<file path="config.mk">
export PLATFORM = sky130hd
export DESIGN_NAME = vend_controller
export DESIGN_NICKNAME = d
export VERILOG_FILES = /design/src/rtl/vend_pkg.sv /design/src/rtl/vend_timeout_timer.sv /design/src/rtl/vend_controller.sv
export SDC_FILE = /design/constraint.sdc
export NUM_CORES = 1
export LEC_CHECK = 0
export ABC_AREA = 1
export CAP_MARGIN = 20
export CORE_ASPECT_RATIO = 0.9
export CORE_MARGIN = 3
export CORE_UTILIZATION = 40
export DETAILED_ROUTE_END_ITERATION = 7
export PLACE_DENSITY = 0.61
export SYNTH_ARGS = -nofsm -noshare
export SYNTH_HDL_FRONTEND = slang
export SYNTH_SLANG_ARGS = --single-unit
</file>
<file path="constraint.sdc">
create_clock -name clk -period 3.6 [get_ports clk]
set_input_delay 0.72 -clock clk [delete_from_list [all_inputs] [get_ports clk]]
set_output_delay 0.72 -clock clk [all_outputs]
set_load 0.05 [all_outputs]
</file>
<file path="src/rtl/vend_pkg.sv">
`default_nettype none
// ============================================================================
//  Module   : vend_pkg
//  Brief    : Shared types and constants for the vending transaction block.
//  Revision : 1.0 - initial release
// ============================================================================
package vend_pkg;

    localparam int CREDIT_W = 8;

    typedef enum logic [1:0] {
        S_IDLE   = 2'd0,
        S_CREDIT = 2'd1,
        S_VEND   = 2'd2,
        S_CHANGE = 2'd3
    } state_t;

    localparam logic [1:0] COIN_5   = 2'b00;
    localparam logic [1:0] COIN_10  = 2'b01;
    localparam logic [1:0] COIN_25  = 2'b10;
    localparam logic [1:0] COIN_BAD = 2'b11;

    localparam logic [CREDIT_W-1:0] COIN_5_VAL  = 8'd5;
    localparam logic [CREDIT_W-1:0] COIN_10_VAL = 8'd10;
    localparam logic [CREDIT_W-1:0] COIN_25_VAL = 8'd25;

    localparam logic [1:0] PROD1     = 2'b00;
    localparam logic [1:0] PROD2     = 2'b01;
    localparam logic [1:0] PROD3     = 2'b10;
    localparam logic [1:0] PROD_NONE = 2'b11;

endpackage : vend_pkg
`default_nettype wire

</file>
<file path="src/rtl/vend_timeout_timer.sv">
`default_nettype none
// ============================================================================
//  Module   : vend_timeout_timer
//  Brief    : Inactivity counter with clear, enable and terminal-count flag.
//  Revision : 1.0 - initial release
// ============================================================================
module vend_timeout_timer #(
    parameter int TIMEOUT_CYCLES = 1000
) (
    input  logic clk,
    input  logic rst,
    input  logic i_clear,
    input  logic i_enable,
    output logic o_terminal
);

    localparam int c_width = (TIMEOUT_CYCLES > 1) ? $clog2(TIMEOUT_CYCLES) : 1;
    localparam logic [c_width-1:0] c_last = c_width'(TIMEOUT_CYCLES - 1);

    logic [c_width-1:0] r_count;

    always_ff @(posedge clk) begin
        if (rst || i_clear) begin
            r_count <= '0;
        end else if (i_enable && (r_count != c_last)) begin
            r_count <= r_count + 1'b1;
        end
    end

    assign o_terminal = i_enable && (r_count == c_last);

endmodule : vend_timeout_timer
`default_nettype wire

</file>
<file path="src/rtl/vend_controller.sv">
`default_nettype none
// ============================================================================
//  Module   : vend_controller
//  Brief    : Coin credit / selection / vend / change transaction FSM.
//  Revision : 1.0 - initial release
// ============================================================================
module vend_controller
    import vend_pkg::*;
#(
    parameter int PRICE1         = 15,
    parameter int PRICE2         = 20,
    parameter int PRICE3         = 25,
    parameter int MAX_CREDIT     = 100,
    parameter int TIMEOUT_CYCLES = 1000
) (
    input  logic                clk,
    input  logic                rst,
    input  logic                coin_valid,
    input  logic [1:0]          coin_type,
    input  logic                select_valid,
    input  logic [1:0]          select_code,
    input  logic                cancel,
    input  logic [3:0]          prod1_count,
    input  logic [3:0]          prod2_count,
    input  logic [3:0]          prod3_count,
    output logic [1:0]          product_sel,
    output logic                update_inventory,
    output logic                dispense,
    output logic                change_valid,
    output logic [CREDIT_W-1:0] change_out,
    output logic                coin_reject,
    output logic                sold_out,
    output logic                insufficient,
    output logic [CREDIT_W-1:0] credit
);

    localparam logic [CREDIT_W:0] c_max_credit = MAX_CREDIT[CREDIT_W:0];

    state_t                r_state, w_state_n;
    logic [CREDIT_W-1:0]   r_credit, w_credit_n, r_change_out;
    logic [1:0]            r_sel, w_sel_n;
    logic                  r_change_valid;
    logic [CREDIT_W-1:0]   w_coin_val;
    logic [CREDIT_W:0]     w_sum;
    logic                  w_coin_ok;
    logic [3:0]            w_count;
    logic                  w_timeout;
    logic                  w_coin_reject, w_sold_out, w_insufficient;

    function automatic logic [CREDIT_W-1:0] price_of(input logic [1:0] code);
        case (code)
            PROD1:   price_of = CREDIT_W'(PRICE1);
            PROD2:   price_of = CREDIT_W'(PRICE2);
            PROD3:   price_of = CREDIT_W'(PRICE3);
            default: price_of = '0;
        endcase
    endfunction

    always_comb begin
        w_coin_val = '0;
        case (coin_type)
            COIN_5:  w_coin_val = COIN_5_VAL;
            COIN_10: w_coin_val = COIN_10_VAL;
            COIN_25: w_coin_val = COIN_25_VAL;
            default: w_coin_val = '0;
        endcase
    end

    always_comb begin
        w_count = '0;
        case (select_code)
            PROD1:   w_count = prod1_count;
            PROD2:   w_count = prod2_count;
            PROD3:   w_count = prod3_count;
            default: w_count = '0;
        endcase
    end

    // 9-bit sum so an over-limit coin can never wrap into an acceptable value
    assign w_sum     = {1'b0, r_credit} + {1'b0, w_coin_val};
    assign w_coin_ok = coin_valid && (coin_type != COIN_BAD) && (w_sum <= c_max_credit);

    vend_timeout_timer #(
        .TIMEOUT_CYCLES (TIMEOUT_CYCLES)
    ) u_timer (
        .clk        (clk),
        .rst        (rst),
        .i_clear    ((r_state != S_CREDIT) || coin_valid || select_valid || cancel),
        .i_enable   (r_state == S_CREDIT),
        .o_terminal (w_timeout)
    );

    always_comb begin
        w_state_n      = r_state;
        w_credit_n     = r_credit;
        w_sel_n        = r_sel;
        w_coin_reject  = 1'b0;
        w_sold_out     = 1'b0;
        w_insufficient = 1'b0;
        case (r_state)
            S_IDLE: begin
                if (w_coin_ok) begin
                    w_credit_n = w_sum[CREDIT_W-1:0];
                    w_state_n  = S_CREDIT;
                end else if (coin_valid) begin
                    w_coin_reject = 1'b1;
                end
            end
            S_CREDIT: begin
                if (cancel) begin
                    w_state_n     = S_CHANGE;
                    w_coin_reject = coin_valid;
                end else if (select_valid && (select_code != PROD_NONE) &&
                             (w_count != 4'd0) && (r_credit >= price_of(select_code))) begin
                    w_sel_n       = select_code;
                    w_state_n     = S_VEND;
                    w_coin_reject = coin_valid;
                end else begin
                    if (select_valid && (select_code != PROD_NONE)) begin
                        w_sold_out     = (w_count == 4'd0);
                        w_insufficient = (w_count != 4'd0);
                    end
                    if (w_coin_ok) begin
                        w_credit_n = w_sum[CREDIT_W-1:0];
                    end else if (coin_valid) begin
                        w_coin_reject = 1'b1;
                    end
                    if (w_timeout && !coin_valid && !select_valid) begin
                        w_state_n = S_CHANGE;
                    end
                end
            end
            S_VEND: begin
                w_credit_n    = r_credit - price_of(r_sel);
                w_state_n     = S_CHANGE;
                w_coin_reject = coin_valid;
            end
            S_CHANGE: begin
                w_credit_n    = '0;
                w_state_n     = S_IDLE;
                w_coin_reject = coin_valid;
            end
            default: w_state_n = S_IDLE;
        endcase
    end

    always_ff @(posedge clk) begin
        if (rst) begin
            r_state        <= S_IDLE;
            r_credit       <= '0;
            r_sel          <= PROD1;
            r_change_out   <= '0;
            r_change_valid <= 1'b0;
        end else begin
            r_state        <= w_state_n;
            r_credit       <= w_credit_n;
            r_sel          <= w_sel_n;
            r_change_valid <= (w_state_n == S_CHANGE) && (w_credit_n != '0);
            if (w_state_n == S_CHANGE) begin
                r_change_out <= w_credit_n;
            end
        end
    end

    assign product_sel      = r_sel;
    assign update_inventory = (r_state == S_VEND);
    assign dispense         = (r_state == S_VEND);
    assign change_valid     = r_change_valid;
    assign change_out       = r_change_out;
    assign coin_reject      = w_coin_reject;
    assign sold_out         = w_sold_out;
    assign insufficient     = w_insufficient;
    assign credit           = r_credit;

endmodule : vend_controller
`default_nettype wire

</file>
Yosys cells after proc, flatten, opt, wreduce, memory -nomap -nowiden
Index checks and enable logic that the tools add are counted.
- register bits after elaboration: 31
- bits in latches: 0
- RAM bits: 0
- bits in read-only memories: 0
- input bits: 21
- output and inout port bits: 24
- logic and storage cells: 81
- memories kept: 0
- add/subtract/negate cells: 3
- multipliers: 0
- divide/modulo/power cells: 0
- magnitude comparators: 2
- equality and inequality tests: 15
- shift-type cells: 0
- mux-type cells: 29
- bitwise gates (word level): 1
- reductions and logical operators: 25
- operator list (cell ; number):
    2-to-1 mux 8 bit ; 6
    case mux 5 bit (3 select lines) ; 3
    case mux 8 bit (4 select lines) ; 1
    equality test 2 bit (second input constant) ; 6
    2-to-1 mux 1 bit ; 12
    case mux 4 bit (3 select lines) ; 1
    adder 10 x 1 -> 10 bit (second input constant) ; 1
    equality test 10 bit (second input constant) ; 1
    logical AND 1 bit ; 10
    != test 10 bit (second input constant) ; 1
    adder 8 x 8 -> 9 bit ; 1
    less-or-equal comparator 9 x 7 -> 1 bit (second input constant) ; 1
    equality test 2 x 1 -> 1 bit (second input constant) ; 4
    greater-or-equal comparator 8 bit ; 1
    logical NOT 2 bit ; 4
    2-to-1 mux 2 bit ; 4
    case mux 2 bit (4 select lines) ; 1
    nonzero test 8 bit ; 1
    subtractor 8 bit ; 1
    logical NOT 4 bit ; 1
    logical OR 1 bit ; 4
    != test 2 bit (second input constant) ; 2
    nonzero test 4 bit ; 1
    case mux 1 bit (3 select lines) ; 1
    5 further kinds ; 6

Longest topological paths before layout
Gate-level depths: netlist (run 1).
- word-level depth: 11
- mapped depth: 21
- depth with buffers taken out: 21

By module
A second synthesis (run 1) with hierarchy kept.
- cell total of the unflattened synthesis: 416
- area, all modules: 2642.5 µm²
- by module, submodules not included (module ; times used ; cells each ; area an instance (µm²) ; seq. area each (µm²)):
    vend_controller ; 1 ; 321 ; 2019.4 ; 420.4
    vend_timeout_timer ; 1 ; 95 ; 623.1 ; 200.2

Worst setup path before layout (run 1)
No wires, ideal clock.
- kind: input to output
- from: input port select_code[0]
- to: output port sold_out
- data arrival time: 3570 ps
- data required time: 2880 ps
- slack: -690 ps
- cell stages on the path: 5
- buffers on the path: 0
- cells stage by stage: inv_1 ha_1 nand2_1 nand3_1 a2111oi_0
- longest elaborated chain between the ends: 9
- elaborated cells between the ends (all ways): 18
- classes of those cells: order compare (1); eq/ne (3); mux (8); reduce/logical (6)
- RTL lines (element ; line ; source):
    from (decl) ; vend_controller.sv:21 ; input logic [1:0] select_code,
    equality test 2 bit (tied with other cells) ; vend_controller.sv:51, vend_controller.sv:71 ;
    case mux 5 bit (3 select lines) ; vend_controller.sv:51 ; case (code)
    2-to-1 mux 8 bit ; vend_controller.sv:110 ; if (cancel) begin
    2-to-1 mux 8 bit ; vend_controller.sv:100 ; case (r_state)
    greater-or-equal comparator 8 bit ; vend_controller.sv:114 ; (w_count != 4'd0) && (r_credit >= price_of(select_code))) begin
    logical AND 1 bit ; vend_controller.sv:114 ;
    2-to-1 mux 1 bit * ; vend_controller.sv:113 ; end else if (select_valid && (select_code != PROD_NONE) &&
    2-to-1 mux 1 bit * ; vend_controller.sv:110 ;
    2-to-1 mux 1 bit * ; vend_controller.sv:100 ;
    to (decl) ; vend_controller.sv:32 ; output logic sold_out,
Mark *: on every way between the ends. The rest lies on a longest branch, timed or not. The select of a mux whose other input is x is not followed.

Worst setup path after layout (run 1)
- from: input port coin_type[0]
- to: output port coin_reject
- longest elaborated chain between the ends: 9
- elaborated cells between the ends (all ways): 13
- classes of those cells: add/sub (1); order compare (1); eq/ne (3); mux (5); reduce/logical (3)
- RTL lines (element ; line ; source):
    from (decl) ; vend_controller.sv:19 ; input logic [1:0] coin_type,
    equality test 2 bit (tied with other cells) ; vend_controller.sv:61 ; case (coin_type)
    case mux 5 bit (3 select lines) ; vend_controller.sv:61 ;
    adder 8 x 8 -> 9 bit ; vend_controller.sv:80 ; assign w_sum = {1'b0, r_credit} + {1'b0, w_coin_val};
    less-or-equal comparator 9 x 7 -> 1 bit ; vend_controller.sv:81 ; assign w_coin_ok = coin_valid && (coin_type != COIN_BAD) && (w_sum <= c_max_credit);
    logical AND 1 bit * ; vend_controller.sv:81 ;
    2-to-1 mux 1 bit * ; vend_controller.sv:102 ; if (w_coin_ok) begin
    2-to-1 mux 1 bit ; vend_controller.sv:113 ;
    2-to-1 mux 1 bit ; vend_controller.sv:110 ;
    case mux 1 bit (3 select lines) * ; vend_controller.sv:100 ;
    to (decl) ; vend_controller.sv:31 ; output logic coin_reject,
Mark *: on every way between the ends. The rest lies on a longest branch, timed or not.

==> results of run 1 <==
==> power breakdown <==
part,total [mW],switching (mW),internal (mW)
clock network,0.262,0.127,0.135
registers,0.407,0.0376,0.370
logic,0.601,0.356,0.245
==> Yosys cell counts (all sizes together) <==
master and n:
nand2 89, inv 67, nor2 55, nand3 37, dfxtp 31, ha 29
o21ai 23, a21oi 16, nor3 8, nand4 7, o21bai 4, a31oi 3
nand3b 3, clkinv 2, fa 2, nor3b 2, xnor2 2, a2111oi 1
and3 1, buf 1, clkbuf 1, o21a 1, o21ba 1, or2 1
xor2 1
==> path summary, 6_finish.rpt <==
check | to | slack (ps) | cells after the start | startpoint
worst max-delay path | coin_reject | 200 | 19 | coin_type[0]
worst min-delay path | u_timer.r_count[5]$_SDFFE_PP0P_ | 480 | 2 | u_timer.r_count[5]$_SDFFE_PP0P_
worst max register to register | change_valid$_SDFF_PP0_ | 600 | 21 | credit[1]$_SDFF_PP0_
worst min register to register | u_timer.r_count[5]$_SDFFE_PP0P_ | 480 | 2 | u_timer.r_count[5]$_SDFFE_PP0P_
==> routing by layer <==
metal | GRT usage | vias to the layer above | part of all wire
met3 | 0.0326 | 12 | 0.056
met5 | 0 | - | 0
met2 | 0.318 | 61 | 0.44
met1 | 0.257 | 1192 | 0.48
li1 | - | 1415 | -
met4 | 0.0627 | 0 | 0.016
==> cell type report <==
type                    instances  area share
well taps                      87      0.0303
clock buffers                   7      0.0212
clock inverters                 1     0.00139
multi-input cells             286       0.496
repair buffers                 80       0.205
inverters                      69      0.0735
flip-flops and latches         31       0.173
==> kinds of logic after synthesis <==
kind of cell    after synthesis
simple gates                203
buf+inv                      71
fa+ha+maj                    31
compound gates               49
flops                        31
xor+xnor                      3
==> critical path, stage by stage <==
cell and delay (ps):
clkbuf_2 110, inv_2 100, buf_4 120, ha_2 170
inv_1 60, fa_2 390, inv_2 70, nand3_1 80
nand2_1 80, nand2_1 60, nand2_2 70, nand3_2 90
nand3_2 90, nand2_4 60, clkinv_4 50, nand2_4 40
o21ai_2 100, inv_1 70, buf_12 150
==> flip-flops by register name, summed over array words and instances, names as in the netlist <==
name             flops
u_timer.r_count     10
change_out           8
credit               8
product_sel          2
r_state              2
change_valid         1
==> metrics by stage <==
stage                util  instances  total power, mW  instance area [µm²]
floorplan               -        388            0.761                 2580
global placement    0.546        547            0.977                 3370
detailed placement  0.546        547            0.981                 3370
CTS                 0.578        561             1.27                 3570
global route        0.581        561             1.36                 3590
finish              0.581        561             1.27                 3590
==> what timing repair did <==
action,in CTS,in global routing
setup buffers,6,0
resized for setup,22,9
pin swaps,4,3
gates cloned,0,0
setup endpoints to repair,2,2
==> run_results.csv, run 1 <==
group,metric,value,unit
floorplanning,start_util,0.416,
synth,synth_top_area_cell,"dfxtp_1",
floorplanning,die-area,7430,µm²
power_and_ir_drop,p_per_area,354,nW/µm²
final_layout,final_common_cell,"nand2_1",
timing,max_freq,295,MHz
synth,yosysTopAreaCellShare,0.241,
synth,yosysSeqAreaShare,0.241,
timing,hold_viol,0,
global_route,antenna_found_initial,0,
cts,clk_latency,290,ps
synth,yosys.area_share.xor_xnor,0.0102,
route,firstDrtPassIters,4,
route,wire_per_inst,12.2,µm
setup_path,worstPathArrival,2680,ps
synth,synthMuxAreaShare,0,
synth,synth_seq_cells,31,
place,gp_congestion,0.873,
final_layout,drive_gt1_frac,0.207,
setup_path,end_kind,"output pin",
timing,setup_violations,0,
final_layout,multi_input_area,1780,µm²
timing,finalCriticalPeriod,3400,ps
timing,rsz0062_at_grt,"no",
timing,worstMarginPinSlew,501,ps
timing,finalMaxSlewViolations,0,
final_layout,layout_common_cells,"nand2_1, inv_1, nor2_1",
synth,avgSynthCellArea,6.63,µm²
cts,cts_buffers,5,
flow_run,max-cap-violations,0,
route,drc,0,
synth,synthCells,388,
setup_path,critPathMaxFanout,3,
final_layout,area.growth.synth_to_final,39.6,%
cts,ctsHoldBuffers,0,
floorplanning,core_area,6180,µm²
synth,synth_adder_area_share,0.157,
final_layout,nets,525,
setup_path,path_class,"in -> out",
min_path,hold_path_class,"reg -> reg",
global_route,grt_pass1_vias,2546,
timing,fin_worst_skew,5.50,ps
cts,cts_tree,"yes",
timing,finalCritPeriodShare,0.943,
cts,clock_tree.root_cell,"clkbuf_8",
setup_path,critPathLaunchType,"primary input",
cts,clk_pin_slew,60,ps
place,dp_hpwl,5470,µm
final_layout,fillCellCount,603,
timing,hold_ws,483,ps
route,ant_nets,0,
final_layout,regArea,621,µm²
cts,htreeDepth,2,
global_route,grt_pass1_wl,11600,µm
timing,slew_headroom,0.665,
floorplanning,rows,27,
global_route,grt_max_degree,16,
synth,synth-simple-area-share,0.379,
synth,synth_top_family_by_area,"simple AND/OR/NAND/NOR gates",
synth,synth_cell_types,35,
global_route,groute.usage.overall,0.192,
setup_path,required,2880,ps
route,vias_per_cell,4.78,
synth,ys_top_cells_by_area,"dfxtp_1, ha_1, nand2_1, inv_1, nor2_1",
route,wl,6840,µm
status,run_status,"complete, no violations",
synth,syn_nets,440,
floorplanning,io_pins,45,
floorplanning,die_x,90.6,µm
timing,fin_tns_setup,0,ps
power_and_ir_drop,worst_ir_drop_vdd,0.296,mV
route,vias,2680,
floorplanning,die_h,82.1,µm
place,io_buffers,44,
final_layout,antenna_cells,0,
global_route,grt-ovfl-total,0,
power_and_ir_drop,p_leak,1.74,nW
place,pre_cts_slack,-235,ps
cts,clock_path_buffers,2,
synth,synth_area,2570,µm²
synth,yosysWarnings,0,
cts,clock_sinks,31,
timing,setup_slack,204,ps
route,drtIter0Drc,180,
synth,synth-compound-area-share,0.106,
No activity file was read; power rests on OpenSTA's default activity.
==> run 2: changes to the inputs <==
--- a/config.mk
+++ b/config.mk
@@ -7,11 +7,13 @@
 export LEC_CHECK = 0
 export ABC_AREA = 1
 export CAP_MARGIN = 20
+export CELL_PAD_IN_SITES_DETAIL_PLACEMENT = 0
+export CELL_PAD_IN_SITES_GLOBAL_PLACEMENT = 1
 export CORE_ASPECT_RATIO = 0.9
 export CORE_MARGIN = 3
-export CORE_UTILIZATION = 40
+export CORE_UTILIZATION = 38
 export DETAILED_ROUTE_END_ITERATION = 7
-export PLACE_DENSITY = 0.61
+export PLACE_DENSITY = 0.79
 export SYNTH_ARGS = -nofsm -noshare
 export SYNTH_HDL_FRONTEND = slang
 export SYNTH_SLANG_ARGS = --single-unit
==> run 2 against run 1 <==
Sequential cell count stayed put. Final cell count is 0.53% lower. Non-clock buffer count is 3 lower. Global-route usage is 0.57 points lower. Sequential power hardly changed. Die area is 4.9% higher. Wire length is 1.0% lower. First-iteration DRC count is 34% lower. Count of clock-buffer cells in the layout is 1 lower. Fmax is 1.4% lower. Sequential share of layout area is 0.079 points higher.
==> run_results.csv, run 2 (same netlist as run 1, synthesis figures left out) <==
group,metric,value,unit
floorplanning,start_util,0.405,
floorplanning,die_x,92.8,µm
route,drc,0,
route,wire_per_inst,12.1,µm
global_route,grt_max_degree,16,
status,run_status,"complete, no violations",
timing,finalCritPeriodShare,0.957,
place,io_buffers,44,
final_layout,largest_reg_flops,10,
timing,finalMaxSlewViolations,0,
setup_path,critPathMaxFanout,3,
cts,clk_pin_slew,70,ps
route,firstDrtPassIters,4,
global_route,grt_pass1_wl,11800,µm
route,wl,6770,µm
place,place_inst,549,
cts,clock_tree.root_cell,"clkbuf_8",
final_layout,layout_common_cells,"nand2_1, inv_1, nor2_1",
setup_path,required,2880,ps
cts,htreeDepth,2,
timing,hold_viol,0,
final_layout,nets,522,
floorplanning,die_h,84.1,µm
setup_path,reg2reg_slack,900,ps
global_route,groute.usage.overall,0.186,
min_path,hold_path_class,"reg -> reg",
floorplanning,core_area,6350,µm²
setup_path,rr_startpoint,"product_sel[0]$_SDFFE_PP0P_",
place,gp_congestion,0.880,
power_and_ir_drop,worst_ir_drop_vdd,0.280,mV
global_route,antenna_found_initial,0,
final_layout,fin_cells,558,
power_and_ir_drop,p_per_area,385,nW/µm²
final_layout,fillCellCount,678,
timing,fin_worst_skew,11.3,ps
route,vias,2614,
setup_path,worstPathArrival,2720,ps
timing,slew_headroom,0.660,
setup_path,worstReg2RegEnd,"change_valid$_SDFF_PP0_",
flow_run,max-cap-violations,0,
floorplanning,io_pins,45,
final_layout,final_common_cell,"nand2_1",
final_layout,regMostFlops,"u_timer.r_count",
timing,max_freq,290,MHz
timing,finalCriticalPeriod,3440,ps
global_route,grt-ovfl-total,0,
global_route,grt_pass1_vias,2528,
timing,setup_slack,156,ps
setup_path,worstRegToRegCells,17,
final_layout,antenna_cells,0,
floorplanning,rows,27,
min_path,whs_path_depth,1,
timing,worstMarginPinSlew,509,ps
setup_path,path_class,"in -> out",
final_layout,area.growth.synth_to_final,38.9,%
min_path,min_from,"u_timer.r_count[0]$_SDFFE_PP0P_",
cts,clk_latency,300,ps
cts,cts_tree,"yes",
min_path,worstHoldEndpoint,"u_timer.r_count[0]$_SDFFE_PP0P_",
setup_path,end_kind,"output pin",
route,ant_nets,0,
setup_path,critPathLaunchType,"primary input",
setup_path,worstSetupStartpoint,"select_code[0]",
cts,clock_path_buffers,2,
timing,setup_violations,0,
place,dp_hpwl,5480,µm
cts,clock_sinks,31,
timing,fin_tns_setup,0,ps
place,pre_cts_slack,-256,ps
final_layout,drive_gt1_frac,0.193,
timing,rsz0062_at_grt,"no",
power_and_ir_drop,p_leak,1.74,nW
cts,cts_buffers,5,
route,drtIter0Drc,119,
route,vias_per_cell,4.68,
floorplanning,die-area,7800,µm²
==> run 2: report_power, final <==
group / internal [mW] / total (mW) / switching, mW
Sequential: 0.369 / 0.407 / 0.0373
Clock: 0.224 / 0.373 / 0.149
Combinational: 0.245 / 0.598 / 0.353
==> run 2: worst max-delay path by stage <==
stage	end	slack (ps)	depth (start not counted)
after floorplan	coin_reject	300	15
after global placement	coin_reject	-250	16
after detailed placement	coin_reject	-260	16
after CTS	coin_reject	50	16
after global routing	coin_reject	20	18
final	coin_reject	160	18
==> run 2: critical path, cell delays in order <==
cell and delay, ps:
dlygate4sd2_1 250, buf_4 140, ha_1 210, o21ai_1 130, ha_1 250, nand2_2 70
inv_1 40, nand2_1 50, nand2_1 50, nand2_1 70, nand3_2 80, nand2_2 120
nand2_4 60, nand2_4 80, nand2_4 50, o21ai_1 120, inv_1 90, buf_12 150
==> run 2: through the flow <==
step                power [mW]  hold WS [ps]  area, µm²   util
finish                    1.38           490       3580  0.563
global route              1.48           530       3580  0.563
CTS                       1.39           489       3570  0.562
detailed placement       0.989           475       3390  0.533
global placement         0.987           460       3390  0.533
floorplan                0.761           447       2580      -
==> run 2: timing repair <==
action,in CTS,in global routing
cloned,0,0
buffers inserted,0,1
hold buffers,0,0
pin swaps,5,3
endpoints found under the setup margin,1,1
resized for setup,22,3
==> run 2: final cells by class <==
class | instances | area, µm² | share of cell area
multi-input combinational | 286 | 1760 | 0.491
timing repair buffer | 77 | 709 | 0.198
sequential | 31 | 621 | 0.174
inverter | 69 | 264 | 0.0738
tap | 87 | 109 | 0.0304
clock buffer | 6 | 82.6 | 0.0231
clock inverter | 2 | 35.0 | 0.00980
==> run 2: routing by layer <==
layer / vias up / share of wire / global-route usage
met1: 1150 / 0.51 / 0.273
met2: 53 / 0.42 / 0.279
met4: 0 / 0.0081 / 0.0399
met3: 6 / 0.059 / 0.0406
met5: - / 0 / 0
li1: 1405 / - / -
